$ cat config.mk
export PLATFORM = sky130hd
export DESIGN_NAME = shift_rx_deser
export DESIGN_NICKNAME = d
export VERILOG_FILES = /design/src/rtl/shift_link_pkg.sv /design/src/rtl/shift_rx_deser_sync_ff.sv /design/src/rtl/shift_rx_deser.sv
export SDC_FILE = /design/constraint.sdc
export NUM_CORES = 1
export LEC_CHECK = 0
export CORE_MARGIN = 2
export CORE_UTILIZATION = 55
export CTS_BUF_LIST = sky130_fd_sc_hd__clkbuf_4
export CTS_CLUSTER_SIZE = 30
export DETAILED_ROUTE_END_ITERATION = 16
export GPL_TIMING_DRIVEN = 0
export HOLD_SLACK_MARGIN = 0.02
export PLACE_DENSITY = 0.79
export SLEW_MARGIN = 30
export SYNTH_ARGS = -nofsm -noshare
export SYNTH_HDL_FRONTEND = slang
export SYNTH_SLANG_ARGS = --single-unit
export TNS_END_PERCENT = 20
$ cat constraint.sdc
create_clock -name clk -period 2.7 [get_ports clk]
set_input_delay 0.54 -clock clk [delete_from_list [all_inputs] [get_ports clk]]
set_output_delay 0.54 -clock clk [all_outputs]
set_load 0.1 [all_outputs]
$ cat src/rtl/shift_link_pkg.sv
// Frame-format constants and receiver state encoding shared by both ends of
// the calculator's serial shift link.
package shift_link_pkg;

  // Default frame format; transmitter and receiver must agree on both.
  localparam int unsigned LINK_WIDTH        = 32;
  localparam int unsigned LINK_CLKS_PER_BIT = 16;

  // Receiver FSM states.
  typedef enum logic [1:0] {
    RX_IDLE   = 2'd0,
    RX_ALIGN  = 2'd1,
    RX_SAMPLE = 2'd2,
    RX_DONE   = 2'd3
  } rx_state_e;

endpackage

$ cat src/rtl/shift_rx_deser_sync_ff.sv
// Multi-flop synchroniser for one asynchronous input bit.
module sync_ff #(
  parameter int unsigned STAGES = 2
) (
  input  logic clk,
  input  logic reset,
  input  logic d,
  output logic q
);

  logic [STAGES-1:0] chain;

  // Shift the asynchronous input through STAGES flops; cleared by reset.
  always_ff @(posedge clk) begin
    if (!reset) begin
      chain <= '0;
    end else begin
      chain <= {chain[STAGES-2:0], d};
    end
  end

  assign q = chain[STAGES-1];

endmodule

$ cat src/rtl/shift_rx_deser.sv
// Serial-to-parallel receiver for the calculator shift link: samples an
// LSB-first stream framed by frame_in at mid-bit, rebuilds a WIDTH-bit word and
// offers it on a valid/ready handshake. Reports aborted frames and dropped words.
module shift_rx_deser
  import shift_link_pkg::*;
#(
  parameter int unsigned WIDTH        = LINK_WIDTH,
  parameter int unsigned CLKS_PER_BIT = LINK_CLKS_PER_BIT,
  parameter int unsigned SYNC_STAGES  = 2
) (
  input  logic             clk,
  input  logic             reset,
  input  logic             serial_in,
  input  logic             frame_in,
  input  logic             out_ready,
  input  logic             ovr_clr,
  output logic [WIDTH-1:0] Dout,
  output logic             out_valid,
  output logic             rx_busy,
  output logic             frame_err,
  output logic             overrun
);

  localparam int unsigned CW = $clog2(CLKS_PER_BIT);
  localparam int unsigned BW = $clog2(WIDTH + 1);

  localparam logic [CW-1:0] HALF_LAST = CW'(CLKS_PER_BIT / 2 - 1);
  localparam logic [CW-1:0] BIT_LAST  = CW'(CLKS_PER_BIT - 1);
  localparam logic [BW-1:0] WORD_LAST = BW'(WIDTH - 1);
  localparam logic [BW-1:0] FIRST_BIT = BW'(1);

  logic             s_data;
  logic             s_frame;
  logic             s_frame_q;
  rx_state_e        state;
  logic [CW-1:0]    clk_cnt;
  logic [BW-1:0]    bit_cnt;
  logic [WIDTH-1:0] word;
  logic             abort;
  logic             deliver_ok;

  sync_ff #(.STAGES(SYNC_STAGES)) u_sync_data (
    .clk   (clk),
    .reset (reset),
    .d     (serial_in),
    .q     (s_data)
  );

  sync_ff #(.STAGES(SYNC_STAGES)) u_sync_frame (
    .clk   (clk),
    .reset (reset),
    .d     (frame_in),
    .q     (s_frame)
  );

  // Frame loss while a frame is in progress aborts it.
  always_comb begin
    abort = 1'b0;
    if (((state == RX_ALIGN) || (state == RX_SAMPLE)) && !s_frame) begin
      abort = 1'b1;
    end
  end

  // A finished word can be taken if the output slot is empty or draining now.
  assign deliver_ok = !out_valid || out_ready;

  assign rx_busy = (state == RX_ALIGN) || (state == RX_SAMPLE);

  // Frame FSM: detect frame start, align to mid-bit, shift bits in LSB first.
  // Bits enter at the MSB end so that after WIDTH shifts bit 0 sits at [0].
  always_ff @(posedge clk) begin
    if (!reset) begin
      state     <= RX_IDLE;
      clk_cnt   <= '0;
      bit_cnt   <= '0;
      word      <= '0;
      s_frame_q <= 1'b0;
    end else begin
      s_frame_q <= s_frame;
      case (state)
        RX_IDLE: begin
          if (s_frame && !s_frame_q) begin
            state   <= RX_ALIGN;
            clk_cnt <= '0;
            bit_cnt <= '0;
            word    <= '0;
          end
        end
        RX_ALIGN: begin
          if (!s_frame) begin
            state <= RX_IDLE;
          end else if (clk_cnt == HALF_LAST) begin
            word    <= {s_data, word[WIDTH-1:1]};
            bit_cnt <= FIRST_BIT;
            clk_cnt <= '0;
            state   <= RX_SAMPLE;
          end else begin
            clk_cnt <= clk_cnt + 1'b1;
          end
        end
        RX_SAMPLE: begin
          if (!s_frame) begin
            state <= RX_IDLE;
          end else if (clk_cnt == BIT_LAST) begin
            word    <= {s_data, word[WIDTH-1:1]};
            clk_cnt <= '0;
            if (bit_cnt == WORD_LAST) begin
              state <= RX_DONE;
            end else begin
              bit_cnt <= bit_cnt + 1'b1;
            end
          end else begin
            clk_cnt <= clk_cnt + 1'b1;
          end
        end
        RX_DONE: begin
          state <= RX_IDLE;
        end
        default: begin
          state <= RX_IDLE;
        end
      endcase
    end
  end

  // Output slot: load on delivery (wins over a same-cycle accept), clear on
  // accept, drop into the sticky overrun flag when the slot is still occupied.
  always_ff @(posedge clk) begin
    if (!reset) begin
      Dout      <= '0;
      out_valid <= 1'b0;
      frame_err <= 1'b0;
      overrun   <= 1'b0;
    end else begin
      frame_err <= abort;
      if ((state == RX_DONE) && deliver_ok) begin
        Dout      <= word;
        out_valid <= 1'b1;
      end else if (out_valid && out_ready) begin
        out_valid <= 1'b0;
      end
      if ((state == RX_DONE) && !deliver_ok) begin
        overrun <= 1'b1;
      end else if (ovr_clr) begin
        overrun <= 1'b0;
      end
    end
  end

endmodule

==> summary.md <==
| Metric | Value |
|---|---|
| Worst min path class | `flop to flop` |
| Least-Margin Pin Slew | `~0.98 ns` |
| Clock root cell | `clkbuf_4` |
| Count of pins over their slew limit | `0` |
| Max Freq | `~0.40 GHz` |
| Core Util, Final | `~67%` |
| DR vias/cell | `about 5.3` |
| Hold depth | `1` |
| Largest net degree at the start of global routing | `14` |
| Minimum clock period | `between 2 and 2.5 ns` |
| Resize count post-CTS | `3` |
| Diodes inserted | `0` |
| Leakage | `0.001355 uW` |
| Worst r2r src | `state[1]` |
| Max Cap Viol | `0` |
| Top-count cell post-synth | `nand2_1` |
| Area post-placement | `approximately 4000 um2` |
| Area leader, netlist | `dfxtp_1` |
| Initial antenna violation count | `0` |
| # IOs | `between 40 and 50` |
| CP required | `2.16 ns` |
| RD Place Congestion | `roughly 0.83` |
| Area delta synth->final | `18.47%` |
| PortBufs | `41` |
| Fraction of layout cells with a size suffix above 1 | `a little under 7%` |
| Crit path largest cell delay | `slightly below 0.6 ns` |
| Min Hold Slack | `around 0.45 ns` |
| Fin. Hold Viols | `0` |
| Setup ws final | `~0.21 ns` |
| Clock insertion delay at the later pin of the skew report | `0.42 ns` |
| Critical path type | `flop to primary output` |
| Simple-Gate Fraction of Synth Area | `between 20% and 30%` |
| Die Wd | `~84 um` |
| Prevailing post-synth register cell | `dfxtp_1` |
| Hold Path End | `u_sync_frame.chain[1]` |
| Clock skew | `between 0.01 and 0.015 ns` |
| Post-synthesis adder-cell area fraction | `under 10%` |
| DR vias | `roughly 2900` |
| GRT overflow | `0` |
| Hold_buf cts | `0` |
| Worst-case clock buffer depth | `2` |
| Synthesized cell area | `roughly 3500 um2` |
| Drt drc | `0` |
| Critical Path Stages | `3` |
| Row count | `29` |
| Core Region | `~6200 um2` |
| Dpl hpwl | `about 5.2 mm` |
| Yosys warns | `0` |
| DIE AREA | `approximately 7000 um2` |
| Number of synthesized flops with an enable pin | `0` |
| Worst Path Arrival | `1.95 ns` |
| First-pass DRT Iterations | `5` |
| Setup crit end kind | `primary output` |
| Synth Area per Inst | `a little under 9 um2` |
| Final #Nets | `roughly 470` |
| Fill cells | `549` |
| Complex-gate fraction of the synthesized area | `between 15 and 20%` |
| Synth cell types | `40` |
| Synth Register Bits | `between 80 and 90` |
| Most common library cells after synthesis | `108 x nand2_1, 84 x dfxtp_1, 71 x a21boi_0, 35 x nand3_1, 21 x clkbuf_1` |
| Length in cells of the worst reg-to-reg path | `8` |
| Gr usage total | `a little over a fifth` |
| Antenna Nets Post-Route | `0` |
| Outcome | `complete, no violations` |
| Crit path cell chain | `inv_1 > ha_1 > clkdlybuf4s15_2` |
| Fin crit share | `approximately 92%` |
| Post-Synth XOR/XNOR Area | `0%` |
| Crit path buffers/inverters | `2` |
| Vias in the first global route | `roughly 2700` |
| R2R setup slack | `approximately 0.36 ns` |
| Multiplexer area fraction after synthesis | `less than 1%` |
| Yosys top cell area share | `between 40% and 50%` |
| Cts bufs inserted | `9` |
| Total negative slack | `0 ns` |
| Part of the Yosys area used for sequential elements | `47.93%` |
| Wire length per cell | `around 13 um` |
| Die height | `between 80 and 90 um` |
| Post-CTS setup buffer count | `0` |
| CTS tree | `done` |
| Power Density | `between 500 and 600 nW/um2` |
| Final Instance Area | `~4200 um2` |
| RSZ-0062 raised after global routing | `no` |
| Rel. slew slack | `34.53%` |
| CP max stage cell | `clkdlybuf4s15_2` |
| Reg-to-reg critical path endpoint | `word[4]` |
| CP max FO | `6` |
| Largest family of logic cells by synthesized area | `simple AND/OR/NAND/NOR gates` |
| Final setup violation count | `0` |
| Peak supply drop | `0.0003456 V` |
| Worst setup SP type | `flop` |
| Cell family with most CP delay | `buffers and inverters` |
| Area contributors post-synth | `dfxtp_1 48%, a21boi_0 15%, nand2_1 12%` |
| Worst hold path startpoint | `u_sync_frame.chain[0]` |
| Num Clock Sinks | `between 80 and 90` |
| Final wirelength | `between 7 and 8 mm` |
| CTS H-tree lvls | `3` |
| Clock-pin slew on the worst setup and hold paths | `approximately 0.12 ns` |
| Synth async-reset ratio | `0%` |
| Pre-CTS setup slack | `0.1094 ns` |
| DR iter-0 viols | `170` |
| Post-Synthesis Cells | `just over 400` |
| First-pass GRT wire length | `about 12 mm` |
| Syn nets | `approximately 420` |
| Initial core utilization | `56.21%` |
==> power by group <==
part | internal, uW | switching [uW] | leakage, uW
Clock | 313 | 405 | 0.0000735
Sequential | 1250 | 4.88 | 0.000678
Combinational | 94.1 | 222 | 0.000604
==> routing by layer <==
layer | up-vias | part of all wire [%] | GRT usage (%)
li1 | 1469 | - | -
met1 | 1345 | 48 | 29.76
met2 | 42 | 47 | 34.18
met3 | 11 | 2.9 | 3.660
met4 | 0 | 1.8 | 9.531
met5 | - | 0 | 0
==> registers in the layout, summed over array words and instances (netlist names) <==
signal,cells
Dout,32
word,32
bit_cnt,6
clk_cnt,4
state,2
u_sync_data.chain,2
u_sync_frame.chain,2
frame_err,1
out_valid,1
overrun,1
s_frame_q,1
==> worst max-delay path by stage <==
stage | startpoint | endpoint | slack, ns
6_report | state[1] | rx_busy | 0.21
5_1_grt | state[1] | rx_busy | 0.10
4_1_cts | Dout[30] | Dout[30] | 0.20
3_5_place_dp | state[1] | rx_busy | 0.11
3_3_place_gp | state[1] | rx_busy | 0.14
2_1_floorplan | state[0] | clk_cnt[2] | 0.43
==> worst reg2reg max path, delay by kind of cell (launching register included) <==
kind / cells / cell delay, ns
adder cells (fa/ha/maj): 1 / 0.26
AO/OA/AOI/OAI: 2 / 0.41
multiplexers: 1 / 0.20
buffers and inverters: 2 / 0.52
flip-flops: 1 / 0.42
AND/OR/NAND/NOR: 2 / 0.45
==> cell type report <==
class	instances	area [um2]	share of cell area, %
tap	77	96.34	2.318
inverter	7	26.28	0.6321
clock inverter	4	50.05	1.204
timing repair buffer	41	411.6	9.904
multi-input combinational	284	1632	39.25
clock buffer	12	90.09	2.167
buffer	28	168.9	4.064
sequential	84	1682	40.46
==> metrics by stage <==
stage	power, uW	instances
after global routing	2388	537
final	2286	537
after CTS	2301	537
after global placement	1589	521
after floorplan	1512	403
after detailed placement	1594	521
==> cells by family (layout without fill, tap and decap cells) <==
family,after synthesis,count (layout)
adder cells (fa/ha/maj),7,7
AO/OA/AOI/OAI,94,94
multiplexers,3,3
AND/OR/NAND/NOR,180,180
buffers and inverters,35,92
flip-flops,84,84
==> layout by cell type, fill, tap and decap left out, drive strengths merged, types with 2 or more instances in the layout <==
cell type,instances
ha,7
clkbuf,35
o21a,3
clkinvlp,2
a21boi,72
or4,4
nand4,3
nand2,108
clkdlybuf4s50,40
nor4b,2
and3,2
o21ai,6
nor2b,8
inv,7
and2,5
a21oi,4
mux2i,3
nand3,35
nor2,6
buf,4
dfxtp,84
a31oi,3
nor3,2
Note: power is estimated with default switching activity, not from simulation.
